--- config.mk ---
export PLATFORM = sky130hd
export DESIGN_NAME = gray2bin_sched_flat
export DESIGN_NICKNAME = d
export VERILOG_FILES = /design/src/rtl/gray2bin_sched_if.sv /design/src/rtl/gray2bin_sched.sv /design/src/flat_wrapper.sv
export SDC_FILE = /design/constraint.sdc
export NUM_CORES = 1
export LEC_CHECK = 0
export ABC_AREA = 1
export ABC_CLOCK_PERIOD_IN_PS = 3100
export CAP_MARGIN = 40
export CORE_UTILIZATION = 50
export DETAILED_ROUTE_END_ITERATION = 8
export GPL_ROUTABILITY_DRIVEN = 0
export HOLD_SLACK_MARGIN = 0.15
export PLACE_DENSITY_LB_ADDON = 0.1
export SYNTH_ARGS = -nofsm -noshare
export SYNTH_HDL_FRONTEND = slang
export SYNTH_SLANG_ARGS = --single-unit
--- constraint.sdc ---
create_clock -name clk -period 3.1 [get_ports clk]
set_input_delay 0.31 -clock clk [delete_from_list [all_inputs] [get_ports clk]]
set_output_delay 0.31 -clock clk [all_outputs]
set_load 0.01 [all_outputs]
--- src/rtl/gray2bin_sched_if.sv ---
// gray2bin_sched_if
//   Bundles the request side and the result side of the shared Gray-to-binary
//   converter. The converter attaches through the slave modport. The
//   requesters and the consumer attach through the master modport.
//   Signals:
//     req_valid  NREQ       request pending, one bit per channel
//     req_gray   NREQ*SIZE  Gray code, channel k on bits [k*SIZE +: SIZE]
//     req_ready  NREQ       one-hot grant, combinational, only while idle
//     out_valid  1          result available
//     out_ready  1          consumer accepts the result
//     out_bin    SIZE       binary result
//     out_id     IDW        channel that produced out_bin
`timescale 1ns/1ps
interface gray2bin_sched_if #(
    parameter int SIZE = 10,
    parameter int NREQ = 4
);
    localparam int IDW = (NREQ > 1) ? $clog2(NREQ) : 1;

    logic [NREQ-1:0]      req_valid;
    logic [NREQ*SIZE-1:0] req_gray;
    logic [NREQ-1:0]      req_ready;
    logic                 out_valid;
    logic                 out_ready;
    logic [SIZE-1:0]      out_bin;
    logic [IDW-1:0]       out_id;

    modport slave (
        input  req_valid, req_gray, out_ready,
        output req_ready, out_valid, out_bin, out_id
    );

    modport master (
        output req_valid, req_gray, out_ready,
        input  req_ready, out_valid, out_bin, out_id
    );
endinterface

--- src/rtl/gray2bin_sched.sv ---
// gray2bin_sched
//   One bit-serial Gray-to-binary converter shared by NREQ requesters.
//   A round-robin arbiter picks one pending request while idle. The code is
//   converted MSB-first at one bit per clock over SIZE cycles. The result is
//   then held on a valid/ready port until the consumer takes it.
//   Ports:
//     clk    rising-edge clock
//     rst_n  asynchronous active-low reset
//     bus    gray2bin_sched_if.slave (request and result handshakes)
//     busy   high whenever the FSM is not idle
`timescale 1ns/1ps
module gray2bin_sched #(
    parameter int SIZE = 10,
    parameter int NREQ = 4
) (
    input  logic              clk,
    input  logic              rst_n,
    gray2bin_sched_if.slave   bus,
    output logic              busy
);
    localparam int IDW = (NREQ > 1) ? $clog2(NREQ) : 1;
    localparam int CW  = $clog2(SIZE);

    typedef enum logic [1:0] {
        ST_IDLE = 2'd0,
        ST_CONV = 2'd1,
        ST_HOLD = 2'd2
    } state_t;

    state_t          state_q;
    logic [IDW-1:0]  ptr_q;
    logic [IDW-1:0]  id_q;
    logic [SIZE-1:0] gsh_q;
    logic [SIZE-1:0] acc_q;
    logic            par_q;
    logic [CW-1:0]   cnt_q;
    logic            out_valid_q;
    logic [SIZE-1:0] out_bin_q;
    logic [IDW-1:0]  out_id_q;

    logic            gnt_found_d;
    logic [IDW-1:0]  gnt_idx_d;
    logic [NREQ-1:0] gnt_oh_d;
    logic            par_d;
    logic [IDW-1:0]  ptr_d;
    int              idx_v;

    // Round-robin search: first pending channel at or after ptr, wrapping modulo NREQ.
    always_comb begin
        gnt_found_d = 1'b0;
        gnt_idx_d   = '0;
        idx_v       = 0;
        for (int i = 0; i < NREQ; i++) begin
            idx_v = int'(ptr_q) + i;
            if (idx_v >= NREQ) begin
                idx_v = idx_v - NREQ;
            end else begin
                idx_v = idx_v;
            end
            if (!gnt_found_d && bus.req_valid[idx_v]) begin
                gnt_found_d = 1'b1;
                gnt_idx_d   = IDW'(idx_v);
            end else begin
                gnt_found_d = gnt_found_d;
            end
        end
    end

    // One-hot grant, offered only while idle and never while reset is asserted.
    always_comb begin
        gnt_oh_d = '0;
        if (rst_n && (state_q == ST_IDLE) && gnt_found_d) begin
            gnt_oh_d[gnt_idx_d] = 1'b1;
        end else begin
            gnt_oh_d = '0;
        end
    end

    // Serial step and the pointer value used after a completed handshake.
    always_comb begin
        par_d = par_q ^ gsh_q[cnt_q];
        if (id_q == IDW'(NREQ - 1)) begin
            ptr_d = '0;
        end else begin
            ptr_d = id_q + IDW'(1);
        end
    end

    // Arbiter / converter / output FSM with registered result port.
    always_ff @(posedge clk or negedge rst_n) begin
        if (!rst_n) begin
            state_q     <= ST_IDLE;
            ptr_q       <= '0;
            id_q        <= '0;
            gsh_q       <= '0;
            acc_q       <= '0;
            par_q       <= 1'b0;
            cnt_q       <= '0;
            out_valid_q <= 1'b0;
            out_bin_q   <= '0;
            out_id_q    <= '0;
        end else begin
            case (state_q)
                ST_IDLE: begin
                    if (gnt_found_d) begin
                        gsh_q   <= bus.req_gray[gnt_idx_d*SIZE +: SIZE];
                        id_q    <= gnt_idx_d;
                        par_q   <= 1'b0;
                        cnt_q   <= CW'(SIZE - 1);
                        state_q <= ST_CONV;
                    end else begin
                        state_q <= ST_IDLE;
                    end
                end
                ST_CONV: begin
                    // Running parity of the bits above and including cnt gives bin[cnt].
                    acc_q[cnt_q] <= par_d;
                    par_q        <= par_d;
                    if (cnt_q == '0) begin
                        out_bin_q   <= {acc_q[SIZE-1:1], par_d};
                        out_id_q    <= id_q;
                        out_valid_q <= 1'b1;
                        state_q     <= ST_HOLD;
                    end else begin
                        cnt_q <= cnt_q - CW'(1);
                    end
                end
                ST_HOLD: begin
                    if (bus.out_ready) begin
                        out_valid_q <= 1'b0;
                        ptr_q       <= ptr_d;
                        state_q     <= ST_IDLE;
                    end else begin
                        state_q <= ST_HOLD;
                    end
                end
                default: begin
                    out_valid_q <= 1'b0;
                    state_q     <= ST_IDLE;
                end
            endcase
        end
    end

    assign bus.req_ready = gnt_oh_d;
    assign bus.out_valid = out_valid_q;
    assign bus.out_bin   = out_bin_q;
    assign bus.out_id    = out_id_q;
    assign busy          = (state_q != ST_IDLE);

endmodule

--- src/flat_wrapper.sv ---
// flat-port wrapper written by rule: the top's interface ports become plain ports
module gray2bin_sched_flat 
#(
    parameter int SIZE = 10,
    parameter int NREQ = 4
)
  (clk, rst_n, busy, bus_req_valid, bus_req_gray, bus_out_ready, bus_req_ready, bus_out_valid, bus_out_bin, bus_out_id);
  gray2bin_sched_if #(.SIZE(SIZE), .NREQ(NREQ)) bus_i ();
  input  logic clk;
  input  logic rst_n;
  output logic busy;
  input wire logic [$bits(bus_i.req_valid)-1:0] bus_req_valid;
  input wire logic [$bits(bus_i.req_gray)-1:0] bus_req_gray;
  input wire logic [$bits(bus_i.out_ready)-1:0] bus_out_ready;
  output wire logic [$bits(bus_i.req_ready)-1:0] bus_req_ready;
  output wire logic [$bits(bus_i.out_valid)-1:0] bus_out_valid;
  output wire logic [$bits(bus_i.out_bin)-1:0] bus_out_bin;
  output wire logic [$bits(bus_i.out_id)-1:0] bus_out_id;
  assign bus_i.req_valid = bus_req_valid;
  assign bus_i.req_gray = bus_req_gray;
  assign bus_i.out_ready = bus_out_ready;
  assign bus_req_ready = bus_i.req_ready;
  assign bus_out_valid = bus_i.out_valid;
  assign bus_out_bin = bus_i.out_bin;
  assign bus_out_id = bus_i.out_id;
  gray2bin_sched #(.SIZE(SIZE), .NREQ(NREQ)) u_core (.clk(clk), .rst_n(rst_n), .bus(bus_i), .busy(busy));
endmodule
# After elaboration in Yosys (flattened, before gate mapping)

Index checks and enable logic that the tools add are counted.

Add/sub/neg operators: 9
Multipliers: 1
Order comparisons: 12
Eq/ne operators: 7
Shift-type cells: 1
Mux-type cells: 45
Bitwise gates (word level): 2
Reductions and logical operators: 20

Operators by type and width:

| kind                                                                                 | number |
|---|---|
| 32-bit by 4-bit less-than comparator with 1-bit output, second input constant        | 4 |
| 32-bit 2-to-1 mux                                                                    | 4 |
| 32-bit by 4-bit greater-or-equal comparator with 1-bit output, second input constant | 3 |
| 32-bit by 4-bit subtractor with 32-bit output, second input constant                 | 3 |
| 40-bit by 7-bit variable part select with 10-bit output                              | 1 |
| 1-bit 2-to-1 mux                                                                     | 19 |
| 2-bit 2-to-1 mux                                                                     | 7 |
| 4-bit 2-to-1 mux                                                                     | 3 |
| 10-bit bitwise mux                                                                   | 1 |
| 1-bit binary-select mux with 2-bit select                                            | 4 |
| 4-bit one-hot mux with 2 select lines                                                | 1 |
| 2-bit AND reduction                                                                  | 4 |
| 1-bit logical AND                                                                    | 7 |
| 2-bit by 2-bit adder with 3-bit output, second input constant                        | 2 |
| 2-bit one-hot mux with 3 select lines                                                | 1 |
| 3-bit AND reduction                                                                  | 2 |
| 4-bit by 5-bit less-than comparator with 1-bit output, second input constant         | 1 |
| 2-bit by 3-bit multiplier with 5-bit output, second input constant                   | 1 |
| 1-bit binary-select mux with 4-bit select                                            | 1 |
| 1-bit demux with 4-bit select                                                        | 1 |
| 2-bit equality test, second input constant                                           | 2 |
| 4-bit by 1-bit greater-or-equal comparator with 1-bit output, second input constant  | 1 |
| 4-bit zero test                                                                      | 1 |
| 2-bit by 1-bit != test with 1-bit output, second input constant                      | 2 |
| 17 further kinds                                                                     | 21 |

Flip-flop bits (word level): 44
Output and inout port bits: 18
Word-level logic and storage cells: 107

# Logic depth before layout (Yosys ltp)

Gate-level depths: netlist of the first run.

Word-level depth: 20
Gate-level depth with buffers: 16
Mapped depth without buffers: 15

# Least setup slack after synthesis of the first run

Ideal clock, no wire load.

Path kind: register -> output
From: register u_core.ptr_q[0]
To: output port bus_req_ready[2]
Arrival time: 1.644 ns
Required time: 2.790 ns
Slack: 1.146 ns
Cell stages (with the launch flop): 12
Path buffers: 2
Cell sequence: dfrtp_1 buf_4 nand2_1 nand2_2 nand2_1 nand2_1 nor2_4 nand3_4 nor2_1 nor3_4 buf_6 nor3_1

Word-level cells in the longest chain between the ends: 20

Ends and longest elaborated chain:

| item                                                                                                   | line                  | RTL |
|---|---|---|
| start, declared                                                                                        | gray2bin_sched.sv:31  | `logic [IDW-1:0] ptr_q;` |
| start signal, assigned                                                                                 | gray2bin_sched.sv:131 | `ptr_q <= ptr_d;` |
| parallel branches: the longest is 19 deep, another holds 32-bit by 4-bit subtractor with 32-bit output | --                    |  |
| 4-bit 2-to-1 mux (*)                                                                                   | gray2bin_sched.sv:72  | `if (rst_n && (state_q == ST_IDLE) && gnt_found_d) begin` |
| end, declared                                                                                          | flat_wrapper.sv:15    | `output wire logic [$bits(bus_i.req_ready)-1:0] bus_req_ready;` |

Every way passes the cells marked *. The select of a mux whose other input is x is not followed.

# Worst setup path after layout of the first run

From: register u_core.ptr_q[0]
To: output port bus_req_ready[0]

The elaborated chain is that of the path after synthesis.

==> results of run 1 <==
how the worst max path moves through the flow:
stage                     start  cells after the start          endpoint
2_1_floorplan   u_core.ptr_q[0]                     11  bus_req_ready[2]
3_3_place_gp   bus_req_valid[3]                     12  bus_req_ready[1]
3_5_place_dp   bus_req_valid[2]                     12  bus_req_ready[1]
4_1_cts         u_core.ptr_q[0]                     11  bus_req_ready[1]
5_1_grt         u_core.ptr_q[0]                     12  bus_req_ready[0]
6_report        u_core.ptr_q[0]                     12  bus_req_ready[0]
flip-flops by register name, summed over array words and instances (netlist names):
register              count
u_core.cnt_q              4
u_core.id_q               2
u_core.bus.out_bin       10
u_core.ptr_q              2
u_core.state_q            2
u_core.gsh_q             10
u_core.par_q              1
u_core.bus.out_id         2
u_core.bus.out_valid      1
u_core.acc_q              9
worst max-delay path: stages (launching register included):
cell and delay, ns:
dfrtp_2 0.50, inv_2 0.16, nand2_1 0.08, nand2_2 0.13
nand2_1 0.06, nand2_1 0.09, nor2_2 0.05, nand2_1 0.06
nand2_1 0.11, nor2_2 0.18, o21ai_4 0.14, nor3_1 0.15
clkdlybuf4s50_1 0.57
cells in the mapped netlist, drive strengths merged:
cell | number | area (sq um)
a21oi | 8 | 40.0
a22oi | 1 | 7.51
buf | 11 | 87.6
clkbuf | 2 | 7.51
clkinv | 1 | 3.75
dfrtp | 43 | 1080
ha | 6 | 75.1
inv | 23 | 86.3
mux2 | 8 | 90.1
nand2 | 160 | 626
nand3 | 35 | 188
nand3b | 1 | 7.51
nor2 | 26 | 113
nor3 | 6 | 41.3
o211ai | 1 | 7.51
o21a | 1 | 7.51
o21ai | 21 | 113
o22ai | 3 | 18.8
xor2 | 2 | 17.5
cells by family (layout without fill, tap and decap cells):
logic type                 count (synthesis)  count (layout)  synth area share [%]
muxes                                      8               8                  3.45
buffers and inverters                     37             103                  7.09
DFF                                       43              43                  41.2
and+or+nand+nor                          228             228                  37.3
adders and majority gates                  6               6                  2.87
xor gates and xnor gates                   2               2                 0.671
AOI/OAI and AO/OA                         35              35                  7.42
report_power, final:
part	internal [mW]	total, mW	switching, mW	leakage (nW)
clock network	0.175	0.353	0.178	0.0470
registers	0.827	1.02	0.194	0.531
logic	0.948	2.42	1.48	1.14
total	1.95	3.80	1.85	1.72
through the flow:
| stage | util, % | instances | setup WS (ns) |
|---|---|---|---|
| 6_report | 69.7 | 492 | 0.207 |
| 2_1_floorplan | - | 359 | 1.15 |
| 4_1_cts | 69.4 | 492 | 0.0871 |
| 3_3_place_gp | 67.4 | 484 | 0.413 |
| 5_1_grt | 69.7 | 492 | 0.0194 |
| 3_5_place_dp | 67.4 | 484 | 0.308 |
area by class of cell:
type	instances	area, sq um	area share (%)
clock inverter	1	5.00	0.147
inverter	24	90.1	2.65
tap	67	83.8	2.47
sequential	43	1080	31.7
multi-input combinational	279	1360	40.0
timing repair buffer	72	701	20.6
clock buffer	6	82.6	2.43
metal layers:
| metal | wire length (um) | vias up |
|---|---|---|
| met1 | 2610 | 1125 |
| met5 | 0 | - |
| li1 | - | 1271 |
| met3 | 158 | 12 |
| met2 | 2820 | 42 |
| met4 | 102 | 0 |
timing repair:
item                                    in CTS  in global routing
hold endpoints to repair                    43                  0
hold buffers                                 1                  0
endpoints found under the setup margin       0                  4
gates resized for setup                      0                  4
setup buffers                                0                  0
==> results.yml, run 1 <==
route:
  wl_per_cell_um: 11.6
  drc_errors: 0
  first_pass_iters: 4
  detail-route-antenna-nets: 0
  via_per_inst: 4.98
  vias: 2450
  drt-total-wl_mm: 5.68
  drt_iter0_drc: 143
grt:
  grt_pass1_wl_mm: 9.47
  gr-total-overflow: 0
  met2_usage_pct: 39.7
  grt_busiest_layer: "met2"
  grt_max_degree: 44
  grt_pass1_vias: 2262
  globalRouteMet1Util_pct: 27.6
  grt_antenna_before_repair: 0
  grt_use_total_pct: 22.4
  grt_use_met3_pct: 4.07
floorplanning:
  fp-row-count: 25
  die_y_um: 74.3
  core_area_sq_um: 4880
  initial_utilization_pct: 53.5
  dieArea_sq_um: 5520
  fp.dieW_um: 74.3
  ios: 65
cts:
  clk_pin_slew_ns: 0.08
  cts.path.max_buffers: 2
  clk_latency_ns: 0.30
  clock-root-buffer: "clkbuf_8"
  cts_buffers: 5
  htree_num_levels: 2
  cts_tree: "done"
  cts_num_sinks: 43
timing:
  holdWs_ns: 0.482
  fin_crit_sh_pct: 93.3
  finalHoldViolCount: 0
  rsz0062_at_grt: "false"
  finClkSkew_ns: 0.00704
  tightest_slew_ns: 0.757
  period_needed_ns: 2.89
  relSlewSlack_pct: 49.4
  setup_violations: 0
  report.final.slew_viol_count: 0
  fmax_ghz: 0.346
  timing.setup.tns_ns: 0
final_layout:
  layout_commonest_cell: "nand2_1"
  layout-drive-gt1-share_pct: 9.88
  n_antenna_cell: 0
  fill_cells: 457
  final_cell_mix: "nand2_1 (154), clkdlybuf4s50_1 (62), dfrtp_1 (42)"
  area_growth_pct: 30.2
  nNetsFinal: 478
  final_cell_area_sq_um: 3400
setup_path:
  cp.arrival_ns: 2.58
  crit_type: "reg2out"
  r2r-start: "u_core.cnt_q[0]"
  r2r_slack_ns: 0.82
  worstReg2RegEnd: "u_core.par_q"
  cp-start-kind: "flop"
  crit_fanout: 13
  end_kind: "output pin"
  ff2ff_path_depth: 7
  required_ns: 2.79
synthesis:
  syn_nets: 412
  ys_types: 29
  yosys_warnings: 0
  ys_seq_area_share_pct: 41.2
  synth_seq_cells: 43
  postSynthAreaPerCell_sq_um: 7.28
  syn_area_sq_um: 2610
  postSynthCellCount: 359
power_and_ir_drop:
  vdd_drop_max_uv: 465
  p_per_area_nw_per_um2: 1120
  power_mw: 3.80
  leakagePower_nw: 1.72
worst_hold_path:
  holdCritStartpoint: "u_core.gsh_q[6]"
  hold_path_depth: 2
  hold_class: "reg2reg"
  min_to: "u_core.gsh_q[6]"
status:
  status: "completed"
place:
  portBuffers: 64
  placed_area_sq_um: 3290
  dp_hpwl_mm: 4.17
run:
  drv_cap: 0
Power figures use the tool's default switching activity.
==> run 2, diff against run 1 <==
Settings changed: ABC_AREA 1 to not set, SETUP_SLACK_MARGIN set to 0.5.
==> results.yml, run 2 <==
power_and_ir_drop:
  pwr-share-clk_pct: 13.5
  power_mw: 2.58
  switching_power_uw: 933
  vdd_drop_max_uv: 288
  internal-power_mw: 1.65
  netSwitchingFraction_pct: 36.2
  leakagePower_nw: 1.37
  p_comb_share_pct: 47.2
  p_per_area_nw_per_um2: 818
  pwr-share-seq_pct: 39.4
setup_path:
  worstSetupStartpoint: "bus_req_valid[0]"
  r2r-start: "u_core.ptr_q[1]"
  ff2ff_path_depth: 6
  end_kind: "output pin"
  required_ns: 2.79
  worstReg2RegEnd: "u_core.gsh_q[7]"
  cp-start-kind: "input pin"
  r2r_slack_ns: 1.03
  cp.arrival_ns: 2.16
  crit_fanout: 5
  crit_type: "in2out"
grt:
  grt_antenna_before_repair: 0
  grt_pass1_vias: 1865
  grt_pass1_wl_mm: 8.40
  grt_max_degree: 44
  gr-total-overflow: 0
  grt_use_total_pct: 21.1
synthesis:
  synth_seq_cells: 43
  yosysMostFrequentCell: "dfrtp_1"
  synth_top_cell_area_share_pct: 45.3
  synth_common_cells: "dfrtp_1 (43), nor2_1 (23), mux2_2 (22)"
  synth-edff-count: 0
  synth_ff_type: "dfrtp_1"
  synth_area_leaders: "dfrtp_1 (45%), mux2_2 (10%), mux2i_1 (5.1%)"
  ys_seq_area_share_pct: 45.3
  ys_types: 43
  async_flop_share_pct: 100
  postSynthAreaPerCell_sq_um: 10.8
  yosys.area.top_type: "dfrtp_1"
  yosys_warnings: 0
  syn_area_sq_um: 2380
  postSynthCellCount: 220
  syn_nets: 273
cts:
  cts_num_sinks: 43
  cts_buffers: 5
  htree_num_levels: 2
  clk_latency_ns: 0.29
  cts.path.max_buffers: 2
  clk_pin_slew_ns: 0.08
  clock-root-buffer: "clkbuf_8"
  cts_tree: "done"
timing:
  setup_violations: 0
  finalHoldViolCount: 0
  rsz0062_at_grt: "false"
  timing.setup.tns_ns: 0
  report.final.slew_viol_count: 0
  fin_crit_sh_pct: 79.6
  tightest_slew_ns: 0.519
  relSlewSlack_pct: 64.5
  finClkSkew_ns: 0.0105
  layout_setup_ws_ns: 0.632
  period_needed_ns: 2.47
  fmax_ghz: 0.405
final_layout:
  final_cell_mix: "clkdlybuf4s50_1 (63), dfrtp_1 (42), nor2_1 (23)"
  area_growth_pct: 32.7
  nNetsFinal: 341
  fill_cells: 337
  layout_commonest_cell: "clkdlybuf4s50_1"
  final_core_util_pct: 70.5
  n_antenna_cell: 0
  final_cell_area_sq_um: 3150
  seqCellArea_sq_um: 1080
  layout-drive-gt1-share_pct: 19.4
  multiInputGateArea_sq_um: 1200
route:
  drc_errors: 6
  via_per_inst: 5.58
  wl_per_cell_um: 14.0
  first_pass_iters: 6
  drt_iter0_drc: 94
  detail-route-antenna-nets: 0
  vias: 1896
  drt-total-wl_mm: 4.75
place:
  portBuffers: 64
  placed_area_sq_um: 3050
  dp_slack_ns: 0.539
  dp_hpwl_mm: 3.64
floorplanning:
  dieArea_sq_um: 5030
  fp.dieW_um: 70.9
  core_area_sq_um: 4470
  initial_utilization_pct: 53.1
  fp-row-count: 24
  ios: 65
  die_y_um: 70.9
status:
  violations: "DRC"
  status: "complete, but fails checks"
run:
  drv_cap: 0
worst_hold_path:
  hold_class: "in2async"
## run 2: worst max-delay path by stage
stage | cells past startpoint | slack [ns] | to
after floorplan | 6 | 1.26 | bus_req_ready[0]
after global placement | 7 | 0.62 | bus_req_ready[1]
after detailed placement | 7 | 0.54 | bus_req_ready[3]
after CTS | 7 | 0.53 | bus_req_ready[3]
after global routing | 6 | 0.50 | bus_req_ready[0]
final | 6 | 0.63 | bus_req_ready[0]
## run 2: logic make-up (layout without fill, tap and decap cells)
family	Yosys count	in the layout	synth area share, %
DFF	43	43	45.3
muxes	37	37	17.1
buffers and inverters	18	86	4.16
adders and majority gates	6	6	3.16
AOI/OAI and AO/OA	43	43	14.4
and+or+nand+nor	70	70	14.9
xor gates and xnor gates	3	3	1.11
## run 2: critical path, stage by stage
cell             delay [ns]
clkdlybuf4s50_1        0.54
or3b_1                 0.38
o221ai_2               0.12
nand3_1                0.16
nor2_1                 0.10
clkdlybuf4s50_1        0.55
## run 2: layout make-up
cell class	count	share of cell area, %
clock buffers	6	2.62
clock inverters	1	0.159
inverters	7	0.833
multi-input cells	159	38.1
flip-flops and latches	43	34.2
well taps	52	2.06
repair buffers	72	22.1
## run 2: metal layers
layer	part of all wire [%]	vias to the layer above	global-route usage, %
li1	-	937	-
met1	46	885	27.7
met2	46	69	35.8
met3	5.9	5	3.42
met4	1.2	0	7.11
met5	0	-	0
## run 2: stage by stage
stage                     hold slack (ns)  std cells
final                               0.158        340
after global routing                0.218        340
after CTS                           0.185        338
after detailed placement            0.480        331
after global placement              0.469        331
after floorplan                    0.0144        220
## run 2: repair_timing
| action | CTS | global route |
|---|---|---|
| gates resized for setup | 0 | 2 |
| buffers inserted | 0 | 2 |
| hold buffers | 0 | 0 |
| endpoints found under the setup margin | 0 | 4 |
## run 2: power by group through the flow
stage          logic, mW  registers (mW)  clock network [mW]
2_1_floorplan      0.837           0.988                   0
3_3_place_gp        1.19            1.01                   0
3_5_place_dp        1.22            1.03                   0
4_1_cts             1.22            1.02               0.363
5_1_grt             1.36            1.06               0.379
6_report            1.22            1.02               0.348
